<file path="src/rtl/seq_pattern_detector.sv">
// Runtime-programmable serial pattern detector (1..MAX_LEN bits) with a Moore
// detect output. Define SEQ_DET_HIT_COUNT_EN to build the saturating hit counter.
module seq_pattern_detector #(
  parameter int                 MAX_LEN     = 8,
  parameter int                 LEN_W       = 4,
  parameter logic [MAX_LEN-1:0] DEF_PATTERN = 8'h0B,
  parameter int                 DEF_LEN     = 4,
  parameter bit                 DEF_OVERLAP = 1'b1,
  parameter int                 CNT_W       = 8
) (
  input  logic               clock,
  input  logic               reset,
  input  logic               seq_in,
  input  logic               in_valid,
  input  logic               cfg_load,
  input  logic [MAX_LEN-1:0] cfg_pattern,
  input  logic [LEN_W-1:0]   cfg_len,
  input  logic               cfg_overlap,
  output logic               det_o,
  output logic [CNT_W-1:0]   hit_count,
  output logic               cfg_err
);

  typedef enum logic [1:0] {UNCFG, HUNT, HIT} state_e;

  state_e             state_q, state_d;
  logic [MAX_LEN-1:0] pattern_q, pattern_d;
  logic [LEN_W-1:0]   len_q, len_d;
  logic               overlap_q, overlap_d;
  logic [MAX_LEN-1:0] hist_q, hist_d;
  logic [LEN_W-1:0]   fill_q, fill_d;
  logic               cfg_err_q, cfg_err_d;

  logic [MAX_LEN-1:0] hist_upd;
  logic [LEN_W-1:0]   fill_upd;
  logic [MAX_LEN-1:0] len_mask;
  logic               accept;
  logic               match;
  logic               cfg_legal;

  // NOTE: sequential state uses non-blocking assignments so every register
  // samples the pre-edge values computed by the combinational block.
  always_ff @(posedge clock or posedge reset) begin
    if (reset) begin
      state_q   <= HUNT;
      pattern_q <= DEF_PATTERN;
      len_q     <= LEN_W'(DEF_LEN);
      overlap_q <= DEF_OVERLAP;
      hist_q    <= '0;
      fill_q    <= '0;
      cfg_err_q <= 1'b0;
    end else begin
      state_q   <= state_d;
      pattern_q <= pattern_d;
      len_q     <= len_d;
      overlap_q <= overlap_d;
      hist_q    <= hist_d;
      fill_q    <= fill_d;
      cfg_err_q <= cfg_err_d;
    end
  end

  assign cfg_legal = (cfg_len != '0) && (cfg_len <= LEN_W'(MAX_LEN));
  assign accept    = in_valid && !cfg_load && (state_q != UNCFG);
  assign hist_upd  = {hist_q[MAX_LEN-2:0], seq_in};
  assign fill_upd  = (fill_q >= len_q) ? len_q : fill_q + LEN_W'(1);

  // NOTE: every signal driven here gets a default first, so no path can
  // leave it unassigned and infer a latch.
  always_comb begin
    len_mask  = '0;
    state_d   = state_q;
    pattern_d = pattern_q;
    len_d     = len_q;
    overlap_d = overlap_q;
    hist_d    = hist_q;
    fill_d    = fill_q;
    cfg_err_d = cfg_err_q;

    for (int i = 0; i < MAX_LEN; i++) begin
      len_mask[i] = (i < int'(len_q));
    end
    match = accept && (fill_upd == len_q) &&
            (((hist_upd ^ pattern_q) & len_mask) == '0);

    if (cfg_load) begin
      pattern_d = cfg_pattern;
      len_d     = cfg_len;
      overlap_d = cfg_overlap;
      hist_d    = '0;
      fill_d    = '0;
      cfg_err_d = !cfg_legal;
      state_d   = cfg_legal ? HUNT : UNCFG;
    end else begin
      if (accept) begin
        hist_d = hist_upd;
        fill_d = fill_upd;
      end
      if (match) begin
        state_d = HIT;
        // Non-overlap mode needs a full window of fresh bits before the next hit.
        if (!overlap_q) fill_d = '0;
      end else if (state_q == HIT) begin
        state_d = HUNT;
      end
    end
  end

  assign det_o   = (state_q == HIT);
  assign cfg_err = cfg_err_q;

`ifdef SEQ_DET_HIT_COUNT_EN
  logic [CNT_W-1:0] cnt_q;

  always_ff @(posedge clock or posedge reset) begin
    if (reset) begin
      cnt_q <= '0;
    end else if (cfg_load) begin
      cnt_q <= '0;
    end else if (match && !(&cnt_q)) begin
      cnt_q <= cnt_q + CNT_W'(1);
    end
  end

  assign hit_count = cnt_q;
`else
  assign hit_count = '0;
`endif

endmodule

</file>
<file path="config.mk">
export PLATFORM = sky130hd
export DESIGN_NAME = seq_pattern_detector
export DESIGN_NICKNAME = d
export VERILOG_FILES = /design/src/rtl/seq_pattern_detector.sv
export SDC_FILE = /design/constraint.sdc
export NUM_CORES = 1
export LEC_CHECK = 0
export BUFFER_PORTS_ARGS = -buffer_cell sky130_fd_sc_hd__buf_2
export CAP_MARGIN = 20
export CORE_MARGIN = 2
export CORE_UTILIZATION = 40
export CTS_CLUSTER_DIAMETER = 100
export CTS_CLUSTER_SIZE = 20
export DETAILED_ROUTE_END_ITERATION = 8
export GPL_TIMING_DRIVEN = 0
export PLACE_DENSITY = 0.66
export SYNTH_ARGS = -nofsm -noshare
export SYNTH_HDL_FRONTEND = slang
export SYNTH_SLANG_ARGS = --single-unit
</file>
<file path="constraint.sdc">
create_clock -name clock -period 2.38 [get_ports clock]
set_input_delay 0.595 -clock clock [delete_from_list [all_inputs] [get_ports clock]]
set_output_delay 0.595 -clock clock [all_outputs]
set_load 0.05 [all_outputs]
</file>
Word level (Yosys, flattened, before mapping)
Index checks and enable logic that the tools add are counted.
{"block": "classes", "n_addsub": 1, "n_lt_le_gt_ge": 10, "n_eq_ne": 2, "muxes": 11, "bitwise_logic": 2, "n_reduce_logical": 12}
{"cell": "two-way mux 4 bit", "count": 5}
{"cell": "< comparator 3 x 4 -> 1 bit, first input constant", "count": 4}
{"cell": "two-way mux 7 bit", "count": 2}
{"cell": "AND 8 bit", "count": 1}
{"cell": "logical NOT 8 bit", "count": 1}
{"cell": "< comparator 1 x 4 -> 1 bit, first input constant", "count": 2}
{"cell": "< comparator 2 x 4 -> 1 bit, first input constant", "count": 2}
{"cell": "XOR 8 bit", "count": 1}
{"cell": "two-way mux 2 bit", "count": 3}
{"cell": "logical AND 1 bit", "count": 5}
{"cell": "adder 4 x 1 -> 4 bit, second input constant", "count": 1}
{"cell": "equality test 4 bit", "count": 1}
{"cell": ">= comparator 4 bit", "count": 1}
{"cell": "<= comparator 4 bit, second input constant", "count": 1}
{"cell": "nonzero test 2 bit", "count": 2}
{"cell": "nonzero test 4 bit", "count": 1}
{"cell": "nonzero test 3 bit", "count": 1}
{"cell": "equality test 2 bit, second input constant", "count": 1}
{"cell": "logical NOT 1 bit", "count": 2}
{"cell": "two-way mux 1 bit", "count": 1}
{"block": "totals", "reg_bits": 27, "inputBits": 18, "output_inout_bits": 10}

Depth between registers and ports, before layout
{"block": "logic_depth", "ltp_word": 7, "mapped_depth": 8, "mapped_depth_nobuf": 7}

Worst setup path after synthesis
Ideal clock, no wire load.
{"block": "synth_path", "kind": "register to register", "start": "reg len_q[2]", "end": "reg fill_q[1]", "arrival_ps": 2038, "setup_slack_ps": 258, "path_stages_with_launch": 9, "path_buffers": 1, "synth_period_minus_slack_ps": 2122, "path_cell_list": "dfstp_2 > clkbuf_1 > inv_1 > ha_1 > o21a_1 > nor2_1 > o32ai_1 > nand4b_1 > a21boi_0"}
{"block": "synth_via", "elab_chain_len": 7, "word_cells_on_any_way": 19, "cone_classes": "order compare (9); eq/ne (1); mux (5); bitwise (1); reduce/logical (3)"}
{"item": "start: declaration", "line_no": "28", "rtl": "logic [LEN_W-1:0] len_q, len_d;"}
{"item": "start signal: assignment", "line_no": "47", "rtl": "len_q <= LEN_W'(DEF_LEN);"}
{"item": "start signal: assignment", "line_no": "55", "rtl": "len_q <= len_d;"}
{"item": ">= comparator 4 bit", "line_no": "66", "rtl": "assign fill_upd = (fill_q >= len_q) ? len_q : fill_q + LEN_W'(1);"}
{"item": "two-way mux 4 bit", "line_no": "66"}
{"item": "equality test 4 bit", "line_no": "83", "rtl": "match = accept && (fill_upd == len_q) &&"}
{"item": "logical AND 1 bit (2 in a row)", "line_no": "83"}
{"item": "two-way mux 4 bit (*)", "line_no": "99", "rtl": "if (match) begin"}
{"item": "two-way mux 4 bit (*)", "line_no": "86", "rtl": "if (cfg_load) begin"}
{"item": "via fill_d[1]", "line_no": "31", "rtl": "logic [LEN_W-1:0] fill_q, fill_d;"}
{"item": "end signal: assignment", "line_no": "58", "rtl": "fill_q <= fill_d;"}
{"item": "end: declaration", "line_no": "31"}
Mark *: on every way through the listed nets, which the timed path passes. The rest lies on a longest branch.
A chain may end at the register's enable or synchronous reset.

Final worst setup path
{"block": "layout_path", "start": "reg len_q[2]", "end": "reg fill_q[3]"}
Same word-level chain as after synthesis.

==> reports/metrics.cfg <==
[place]
port_buffers = 19
hpwl_um = 2275
place_congestion = 0.7794
dp_slack_ns = -0.1682

[pwr]
power_frac_clock_pct = 23.2
power.internal_uw = 742.6
p_sw_uw = 301.9
p_leak_nw = 0.8520
switching_share_pct = 28.90
p_comb_share_pct = 26.1
power.total_mw = 1.044
seq_power_share_pct = 50.8
powerDensity_mw_per_mm2 = 569.4
ir_drop_mv = 0.3792

[synthesis]
synth_compound_area_share_pct = 17.78
synth_top_family_by_area = compound AO/OA/AOI/OAI gates
synth-xor-area-share_pct = 9.250
ys.flop_type = dfrtp_1
synthArstFlopShare_pct = 100.0
synth.cell_area_mm2 = 0.001569
synth_cells = 145
yosys_register_bits = 27
synth.distinct_cells = 38
yosysWarningCount = 0
synth_edf_count = 0
yosysSeqAreaShare_pct = 43.54
muxShareOfSynthArea_pct = 7.177
synthAdderAreaFrac_pct = 3.987
syn-mean-instance-area_um2 = 10.82
synthSimpleGateAreaFrac_pct = 10.61

[floorplan]
start_util_pct = 42.22
dieHeight_um = 66.63
die_w_um = 66.63
pin_count = 28
core-area_mm2 = 0.003716
row_count = 22
dieArea_mm2 = 0.004440

[cts]
cts_buffers = 3
insertion_delay_ns = 0.26
clk_pin_slew_ns = 0.08
clockBufferDepth = 2
clock-sinks = 27
hold_buffers = 0
cts_tree = built
root_buffer = clkbuf_8
cts_htree_levels = 1

[run]
maxCapViolations = 0

[final_layout]
final_common_cell = dfrtp_1
diodes = 0
fillers = 347
areaGrowthSynthToFinish_pct = 16.91
final_nets = 200
drive_gt1_share_pct = 31.25
utilization_pct = 49.36
layout_common_cells = 21 x dfrtp_1, 19 x buf_2, 10 x o21ai_0, 10 x mux2_2

[grt]
first_global_vias = 1155
grt_overflow_total = 0
antenna_found_initial = 0
grt_first_pass_wirelength_um = 5216
grt_start_max_net_pins = 28
track_usage_pct = 15.35

[hold_path]
min_path_type = in -> async

[sta]
min_period_ns = 2.074
max_freq_mhz = 482.1
timing_max_transition_violations_final = 0
setup_viol = 0
slew_headroom_pct = 63.44
fin_skew_ns = 0.002125
hold_violations = 0
finalWorstSetupSlack_ns = 0.3057
timing.setup.tns_ns = 0
rsz0062_at_grt = no
timing.final.crit_share_pct = 87.16
worst_slew_pin_slew_ns = 0.5483

[drt]
wl_per_cell_um = 12.97
detail-route-antenna-nets = 0
drt-pass1-iter-count = 3
drt_first_iter_violations = 13
vias = 1107
vias_per_cell = 4.942
routed_wirelength_um = 2905
drc = 0

[critical_path]
crit_fanout = 10
endpoint_kind = flip-flop
crit_type = reg -> reg
start_kind = flip-flop
required_ns = 2.55
arrival_ns = 2.24

[status]
status = completed

## metal layers
metal | wire length, µm | part of all wire [%] | global-route usage [%]
met3 | 54 | 1.9 | 1.520
met1 | 1281 | 44 | 19.22
met4 | 22 | 0.76 | 5.357
met2 | 1547 | 53 | 27.38
met5 | 0 | 0 | 0
## worst paths after layout
| kind | cells after the start | slack (ns) | to | from |
|---|---|---|---|---|
| worst max-delay path | 7 | 0.31 | fill_q[3]$_DFF_PP0_ | len_q[2]$_DFFE_PP1P_ |
| worst min-delay path | 2 | 0.23 | pattern_q[7]$_DFFE_PP0P_ | reset |
| worst max register to register | 7 | 0.31 | fill_q[3]$_DFF_PP0_ | len_q[2]$_DFFE_PP1P_ |
| worst min register to register | 1 | 0.49 | cfg_err$_DFFE_PP0P_ | cfg_err$_DFFE_PP0P_ |
| max in group asynchronous | 3 | 1.69 | pattern_q[1]$_DFFE_PP1P_ | reset |
| min in group clock | 1 | 0.49 | cfg_err$_DFFE_PP0P_ | cfg_err$_DFFE_PP0P_ |
## synthesized netlist by cell type, types with 2 or more instances
library cell / instances / area share, %
buf_4: 8 / 3.8
o32ai_1: 2 / 1.1
dfstp_2: 6 / 10
nand2_1: 9 / 2.2
inv_1: 6 / 1.4
a21boi_0: 3 / 1.4
o21a_1: 3 / 1.4
a21oi_1: 3 / 0.96
nor3_1: 4 / 1.3
or3_1: 3 / 1.2
xor2_1: 6 / 3.3
xnor2_1: 8 / 4.5
a22o_1: 7 / 3.9
nor2_1: 3 / 0.72
clkbuf_1: 4 / 0.96
nor2b_1: 2 / 0.80
nand3_1: 3 / 0.96
mux2_2: 10 / 7.2
o211a_1: 3 / 1.9
ha_1: 5 / 4.0
dfrtp_1: 21 / 33
o21ai_0: 10 / 3.2
## through the flow
| stage | instances | hold slack, ns | area, µm² |
|---|---|---|---|
| global route | 224 | 0.2186 | 1834 |
| floorplan | 152 | 0.4853 | 1595 |
| detailed placement | 219 | 0.4740 | 1750 |
| global placement | 219 | 0.4621 | 1750 |
| finish | 224 | 0.2298 | 1834 |
| CTS | 224 | 0.4932 | 1810 |
## critical path: stages (launching register included)
cell      delay, ns
dfstp_2        0.61
inv_1          0.10
ha_1           0.30
o21a_1         0.20
nor2_4         0.20
o32ai_1        0.14
nand4b_1       0.19
a21boi_0       0.24
## registers in the layout, summed over array words and instances, names as in the netlist
name       cells
len_q          4
overlap_q      1
fill_q         4
state_q        2
cfg_err        1
pattern_q      8
hist_q         7
## kinds of logic after synthesis
family          after synthesis
compound gates               36
mux                          10
other cells                   1
xor+xnor                     15
flops                        27
fa+ha+maj                     5
simple gates                 30
buf+inv                      21
## layout make-up
class	count	area [µm²]	area share (%)
flip-flops and latches	27	683.2	37.24
inverters	7	26.28	1.432
multi-input cells	104	803.3	43.79
clock buffers	4	45.04	2.456
plain buffers	13	86.33	4.707
repair buffers	21	130.1	7.094
well taps	48	60.06	3.274
## power by group through the flow
| stage | Combinational (mW) | Sequential, mW | Clock (mW) |
|---|---|---|---|
| 2_1_floorplan | 0.205 | 0.535 | 0 |
| 3_3_place_gp | 0.255 | 0.535 | 0 |
| 3_5_place_dp | 0.261 | 0.537 | 0 |
| 4_1_cts | 0.271 | 0.528 | 0.253 |
| 5_1_grt | 0.301 | 0.538 | 0.281 |
| 6_report | 0.272 | 0.530 | 0.242 |
## timing repair
action                     4_1_cts  5_1_grt
setup buffers                    1        0
pin swaps                        1        0
setup endpoints to repair        4        4
resized for setup                2        0
(Power assumes the default switching activity.)
